### config.mk
export PLATFORM = sky130hd
export DESIGN_NAME = front_panel_leds
export DESIGN_NICKNAME = d
export VERILOG_FILES = /design/src/rtl/front_panel_leds.sv
export SDC_FILE = /design/constraint.sdc
export NUM_CORES = 1
export LEC_CHECK = 0
export CORE_MARGIN = 4
export CORE_UTILIZATION = 43
export DETAILED_ROUTE_END_ITERATION = 16
export MAX_ROUTING_LAYER = met4
export PLACE_DENSITY = 0.71
export SKIP_LAST_GASP = 1
export SLEW_MARGIN = 20
export SYNTH_ARGS = -nofsm -noshare
export SYNTH_HDL_FRONTEND = slang
export SYNTH_SLANG_ARGS = --single-unit
### constraint.sdc
create_clock -name clk -period 7.48 [get_ports clk]
set_input_delay 1.496 -clock clk [delete_from_list [all_inputs] [get_ports clk]]
set_output_delay 1.496 -clock clk [all_outputs]
set_load 0.02 [all_outputs]
### src/rtl/front_panel_leds.sv
// Serialises the CPU monitor bus into a five-deep '595 chain for the front-panel LEDs.
// A frame is a 40-bit snapshot shifted MSB-first, then latched, then the block idles until the refresh timer expires.
module front_panel_leds #(
  parameter int CLK_DIV = 4,
  parameter int REFRESH = 1024
) (
  input  logic        clk,
  input  logic        reset,
  input  logic [15:0] mon_addr,
  input  logic [7:0]  mon_data,
  input  logic [7:0]  mon_sysctl,
  input  logic        mon_wait,
  input  logic        mon_hlda,
  input  logic        mon_inte,
  output logic        sr_clk,
  output logic        sr_data,
  output logic        sr_latch,
  output logic        busy,
  output logic        frame_done
);

  localparam int DivW = (CLK_DIV > 1) ? $clog2(CLK_DIV) : 1;
  localparam int TmrW = (REFRESH > 1) ? $clog2(REFRESH) : 1;
  localparam logic [DivW-1:0] DivLast   = DivW'(CLK_DIV - 1);
  localparam logic [TmrW-1:0] TmrReload = TmrW'(REFRESH - 1);
  localparam logic [5:0]      TopBit    = 6'd39;

  typedef enum logic [1:0] {
    IDLE,
    SHIFT_LO,
    SHIFT_HI,
    LATCH
  } state_t;

  state_t          state;
  state_t          state_n;
  logic [TmrW-1:0] timer;
  logic [DivW-1:0] div;
  logic [5:0]      idx;
  logic [39:0]     shreg;
  logic [39:0]     frame;
  logic            div_last;
  logic            load;

  assign frame    = {5'b00000, mon_inte, mon_hlda, mon_wait, mon_sysctl, mon_data, mon_addr};
  assign div_last = (div == DivLast);
  assign load     = (state == IDLE) && (timer == '0);

  always_comb begin
    state_n = state;
    unique case (state)
      IDLE:     if (timer == '0) state_n = SHIFT_LO;
      SHIFT_LO: if (div_last) state_n = SHIFT_HI;
      SHIFT_HI: if (div_last) state_n = (idx == 6'd0) ? LATCH : SHIFT_LO;
      LATCH:    if (div_last) state_n = IDLE;
    endcase
  end

  always_ff @(posedge clk or posedge reset) begin
    if (reset) begin
      state <= IDLE;
      timer <= '0;
      div   <= '0;
      idx   <= TopBit;
      shreg <= '0;
    end else begin
      state <= state_n;
      if (state_n != state) div <= '0;
      else                  div <= div + 1'b1;

      if (load)               timer <= TmrReload;
      else if (timer != '0)   timer <= timer - 1'b1;

      if (load) begin
        shreg <= frame;
        idx   <= TopBit;
      end else if ((state == SHIFT_HI) && div_last && (idx != 6'd0)) begin
        idx <= idx - 1'b1;
      end
    end
  end

  // Outputs are a registered decode of the current state, so every pin lags the state by one clk
  // and sr_data only moves while sr_clk is low.
  always_ff @(posedge clk or posedge reset) begin
    if (reset) begin
      sr_clk     <= 1'b0;
      sr_data    <= 1'b0;
      sr_latch   <= 1'b0;
      busy       <= 1'b0;
      frame_done <= 1'b0;
    end else begin
      sr_clk     <= (state == SHIFT_HI);
      sr_latch   <= (state == LATCH);
      busy       <= (state != IDLE);
      frame_done <= (state == IDLE) && sr_latch;
      if (state == SHIFT_LO) sr_data <= shreg[idx];
    end
  end

endmodule

==> impl_metrics.ini, run 1 <==
[outcome]
outcome = complete, no violations

[grt]
grt_first_pass_wirelength_mm = 8.818
grt_use_total_pct = 13.88
antenna_found_initial = 0
grt_pass1_vias = 1835
overflow = 0
grt_max_degree = 61

[clock_tree]
htreeDepth = 3
cts.clk_slew.worst_paths_ns = 0.06
tritoncts = yes
cts_resized = 0
clockBufferDepth = 2
cts_buffers = 9
cts_setup_buffers = 0
cts.sinks = 60
hold_buffers = 0
clock-root-buffer = clkbuf_8
clk_latency_ns = 0.33

[floorplan]
dieArea_mm2 = 0.008145
start_util_pct = 45.04
floorplan.core_area_mm2 = 0.006459
die_w_um = 90.25
die_h_um = 90.25
rows = 29
ioPinCount = 42

[cells_and_area]
fill_cells = 582
area_growth_pct = 20.65
antenna_cells = 0
finalCoreUtilization_pct = 54.34
nets = 304
fin_cells = 345
drive_above_1_share_pct = 22.01

[placed_design]
place.gp.congestion = 0.7850
dpl_worst_slack_ns = 4.539
dpl.hpwl_mm = 3.533
placed_cells_incl_taps = 329
io_buffers = 41

[timing]
setup_viol = 0
max_freq_mhz = 340.9
fin_ws_ns = 4.547
slew_viol_final = 0
rsz0062_at_grt = no
final_hold_viol_count = 0
worst_slew_margin_rel_pct = 46.42
fin_skew_ns = 0.007153
period_needed_ns = 2.933
finalCritPeriodShare_pct = 39.21
tightest_slew_ns = 0.7964
setup_tns_ns = 0

[yosys]
syn_inst = 223
synthTopCellsByArea = dfrtp_1 (48%), mux2_2 (7.0%), mux4_2 (5.4%), mux2_4 (5.2%), dfstp_2 (3.6%)
yosysMostFrequentCell = dfrtp_1
yosys.area.top_type = dfrtp_1
avgSynthCellArea_um2 = 13.05
seq_area_frac_synth_pct = 51.78
syn_nets = 264
synth-main-ff-cell = dfrtp_1
ys_ff_latch = 60
synthArstFlopShare_pct = 100.0
yosys_warnings = 0
netlist_top_cells_count = dfrtp_1 (56), mux2_2 (18), nand2_1 (13)
synth_edf_count = 0
synth_area_mm2 = 0.002909
synth.top_cell.area_share_pct = 48.17
synth.distinct_cells = 51

[setup_path]
crit_family = simple AND/OR/NAND/NOR gates
start_kind = register
cp.arrival_ns = 3.15
required_ns = 7.69
end_kind = register
cp_max_fo = 38
slowest_delay_ns = 0.59
path_class = register to register
cp_slowest_cell = or4b_1
cp_num_buf_inv = 1
path_cells = inv_1 -> ha_1 -> or4b_1 -> or3_1 -> nor2_8 -> mux2_2

[pwr]
ir_drop_mv = 0.09609
power.density_mw_per_mm2 = 186.6
p_leak_uw = 0.001434

[drt]
first_pass_iters = 4
avgRoutedWirePerCell_um = 14.55
vias = 1838
via_per_inst = 5.328
drcViolationCount = 0
postRouteAntennaNets = 0
drtIter0Drc = 71
routed_wl_mm = 5.019

[job]
cap_violations = 0

[min_path]
min_path_type = register to register
-- power breakdown --
part | switching, µW | internal (µW) | leakage, µW
Clock | 118 | 156 | 0.0000997
Sequential | 4.90 | 335 | 0.000685
Combinational | 12.7 | 28.8 | 0.000649
Total | 135 | 520 | 0.00143
-- area by class of cell --
| cell class | instances | area (µm²) | share of cell area [%] |
|---|---|---|---|
| clock buffers | 15 | 186.4 | 5.312 |
| flip-flops and latches | 60 | 1506 | 42.92 |
| well taps | 77 | 96.34 | 2.745 |
| repair buffers | 42 | 417.9 | 11.91 |
| inverters | 6 | 22.52 | 0.6417 |
| clock inverters | 1 | 5.005 | 0.1426 |
| multi-input cells | 144 | 1275 | 36.33 |
-- layer usage --
| layer | routed length [µm] | share of wire [%] | track usage (%) | vias up |
|---|---|---|---|---|
| met3 | 261 | 5.2 | 3.500 | 10 |
| met1 | 2442 | 49 | 18.77 | 893 |
| met2 | 2204 | 44 | 19.04 | 41 |
| met4 | 110 | 2.2 | 7.653 | 0 |
| li1 | - | - | - | 894 |
| met5 | 0 | 0 | - | - |
-- registers in the layout, indices dropped and copies added (netlist names) --
name,count
busy,1
div,2
frame_done,1
idx,6
shreg,35
sr_clk,1
sr_data,1
sr_latch,1
state,2
timer,10
-- final timing paths --
kind                                            from                    end  slack, ns  cells after the start
worst max-delay path            timer[0]$_DFFE_PP0P_  shreg[11]$_DFFE_PP0P_       4.55                      6
worst min-delay path                div[0]$_DFF_PP0_       div[0]$_DFF_PP0_       0.44                      1
worst max register to register  timer[0]$_DFFE_PP0P_  shreg[11]$_DFFE_PP0P_       4.55                      6
worst min register to register      div[0]$_DFF_PP0_       div[0]$_DFF_PP0_       0.44                      1
max in group asynchronous                      reset       sr_clk$_DFF_PP0_       5.31                      3
min in group asynchronous                      reset  shreg[31]$_DFFE_PP0P_       1.69                      3
-- cells in the final DEF, fill, tap and decap left out, types with 3 or more instances in the layout --
cell type	synthesis	routed
a21oi_1	5	5
and2_1	3	3
clkbuf_8	0	13
clkdlybuf4s50_1	0	41
dfrtp_1	56	56
dfstp_2	4	4
ha_1	4	4
inv_1	6	5
mux2_1	7	7
mux2_2	18	18
mux2_4	10	10
mux2i_1	6	6
mux4_2	7	7
nand2_1	13	13
nand2b_1	3	3
nand3b_1	3	3
nor2_1	10	10
nor2b_1	3	3
nor3_1	3	3
nor4_1	5	5
o21ai_0	6	6
o31ai_1	6	6
or3_1	3	3
xnor2_1	5	5
-- stage by stage --
step	hold slack, ns	area, µm²	power [µW]
after floorplan	0.4143	2909	362.8
after global placement	0.4276	3318	387.0
after detailed placement	0.4315	3318	387.8
after CTS	0.4395	3510	664.9
after global routing	0.4671	3510	685.0
final	0.4360	3510	654.9
-- logic make-up after synthesis --
logic type / count (synthesis) / share of synthesized area [%]
flip-flops: 60 / 51.78
AND/OR/NAND/NOR: 58 / 11.44
multiplexers: 48 / 22.32
AO/OA/AOI/OAI: 28 / 6.538
buffers and inverters: 19 / 4.387
XOR/XNOR: 6 / 1.806
adder cells (fa/ha/maj): 4 / 1.720
(Power assumes the default switching activity.)
==> run 2: changes to the inputs <==
==> constraint.sdc (replaced) <==
create_clock -name clk -period 2.85 [get_ports clk]
set_input_delay 0.57 -clock clk [delete_from_list [all_inputs] [get_ports clk]]
set_output_delay 0.57 -clock clk [all_outputs]
set_load 0.02 [all_outputs]
==> impl_metrics.ini, run 2 (same netlist as run 1, synthesis figures left out) <==
[drt]
drcViolationCount = 0
avgRoutedWirePerCell_um = 15.24
postRouteAntennaNets = 0
vias = 1817
routed_wl_mm = 5.288
first_pass_iters = 6
via_per_inst = 5.236
drtIter0Drc = 102

[pwr]
power.density_mw_per_mm2 = 469.9
power_uw = 1661
ir_drop_mv = 0.2382
p_leak_uw = 0.001445

[cells_and_area]
regMostFlops = shreg
nets = 307
stdcell_area_mm2 = 0.003535
largest_reg_flops = 35
area_growth_pct = 21.51
layout_commonest_cell = dfrtp_1
largest_registers = shreg x35, timer x10, idx x6
fill_cells = 553
drive_above_1_share_pct = 22.59
fin_cells = 347
multi_input_area_mm2 = 0.001275
antenna_cells = 0
seq_area_mm2 = 0.001506
final_cell_mix = dfrtp_1 (56), clkdlybuf4s50_1 (41), mux2_2 (18)

[timing]
rsz0062_at_grt = no
setup_viol = 0
setup_tns_ns = 0
finalCritPeriodShare_pct = 89.78
fin_ws_ns = 0.2912
tightest_slew_ns = 0.5590
worst_slew_margin_rel_pct = 61.77
max_freq_mhz = 390.8
period_needed_ns = 2.559
fin_skew_ns = 0.006709
final_hold_viol_count = 0
slew_viol_final = 0

[placed_design]
dpl.hpwl_mm = 3.821
place.gp.congestion = 0.8190
io_buffers = 41
dpl_worst_slack_ns = 0.2915
placed_cells_incl_taps = 332
placed_area_mm2 = 0.003366

[clock_tree]
cts_buffers = 9
hold_buffers = 0
clock-root-buffer = clkbuf_8
cts_resized = 0
cts.sinks = 60
cts_setup_buffers = 0
clockBufferDepth = 2
tritoncts = yes
clk_latency_ns = 0.33
cts.clk_slew.worst_paths_ns = 0.06
htreeDepth = 3

[setup_path]
end_kind = register
start_kind = register
endpoint = shreg[34]$_DFFE_PP0P_
regToRegStartpoint = timer[0]$_DFFE_PP0P_
required_ns = 3.07
rrSetupSlack_ns = 0.29
rr_worst_depth = 7
path_class = register to register
rr_endpoint = shreg[34]$_DFFE_PP0P_
cp-startpoint = timer[0]$_DFFE_PP0P_
cp.arrival_ns = 2.77
cp_max_fo = 38

[floorplan]
rows = 29
start_util_pct = 45.04
die_w_um = 90.25
dieArea_mm2 = 0.008145
floorplan.core_area_mm2 = 0.006459
ioPinCount = 42
die_h_um = 90.25

[grt]
grt_max_degree = 39
grt_use_total_pct = 15.00
antenna_found_initial = 0
grt_pass1_vias = 1980
grt_first_pass_wirelength_mm = 9.439
overflow = 0

[min_path]
min_path_type = register to register

[job]
cap_violations = 0

[outcome]
outcome = complete, no violations
run 2: worst max-delay path, cell delays in order, from the launching register on:
cell     delay, ns
dfrtp_1       0.41
inv_1         0.07
ha_1          0.19
or4b_1        0.49
or3_1         0.53
nor2_8        0.14
buf_12        0.24
mux2_2        0.36
run 2: routing by layer:
layer  share of wire [%]  global-route usage [%]
met1                  50                   19.96
met2                  44                   21.22
met3                 4.9                   5.333
met4                 1.4                   5.357
met5                   0                       -
run 2: how the worst min path moves through the flow:
stage,cells after the start,endpoint,startpoint,slack [ns]
6_report,1,div[0]$_DFF_PP0_,div[0]$_DFF_PP0_,0.45
5_1_grt,1,div[0]$_DFF_PP0_,div[0]$_DFF_PP0_,0.47
4_1_cts,1,div[0]$_DFF_PP0_,div[0]$_DFF_PP0_,0.45
3_5_place_dp,1,div[0]$_DFF_PP0_,div[0]$_DFF_PP0_,0.45
3_3_place_gp,1,div[0]$_DFF_PP0_,div[0]$_DFF_PP0_,0.43
2_1_floorplan,1,div[0]$_DFF_PP0_,div[0]$_DFF_PP0_,0.41
run 2: area by class of cell:
| type | instances | area share (%) |
|---|---|---|
| Clock buffer | 13 | 4.496 |
| Clock inverter | 2 | 0.2832 |
| Inverter | 6 | 0.6372 |
| Multi-Input combinational cell | 144 | 36.07 |
| Sequential cell | 60 | 42.62 |
| Tap cell | 77 | 2.726 |
| Timing Repair Buffer | 45 | 13.17 |
run 2: power breakdown:
group / leakage (µW) / switching (µW) / total (µW) / internal (µW)
Combinational: 0.000671 / 33.9 / 111 / 77.5
Clock: 0.0000893 / 302 / 658 / 356
Sequential: 0.000685 / 13.4 / 892 / 878
Total: 0.00145 / 349 / 1660 / 1310
run 2: metrics by stage:
stage               util (%)  hold WS, ns
floorplan                  -       0.4143
global placement       52.11       0.4268
global route           54.73       0.4681
CTS                    54.73       0.4536
detailed placement     52.11       0.4457
finish                 54.73       0.4550
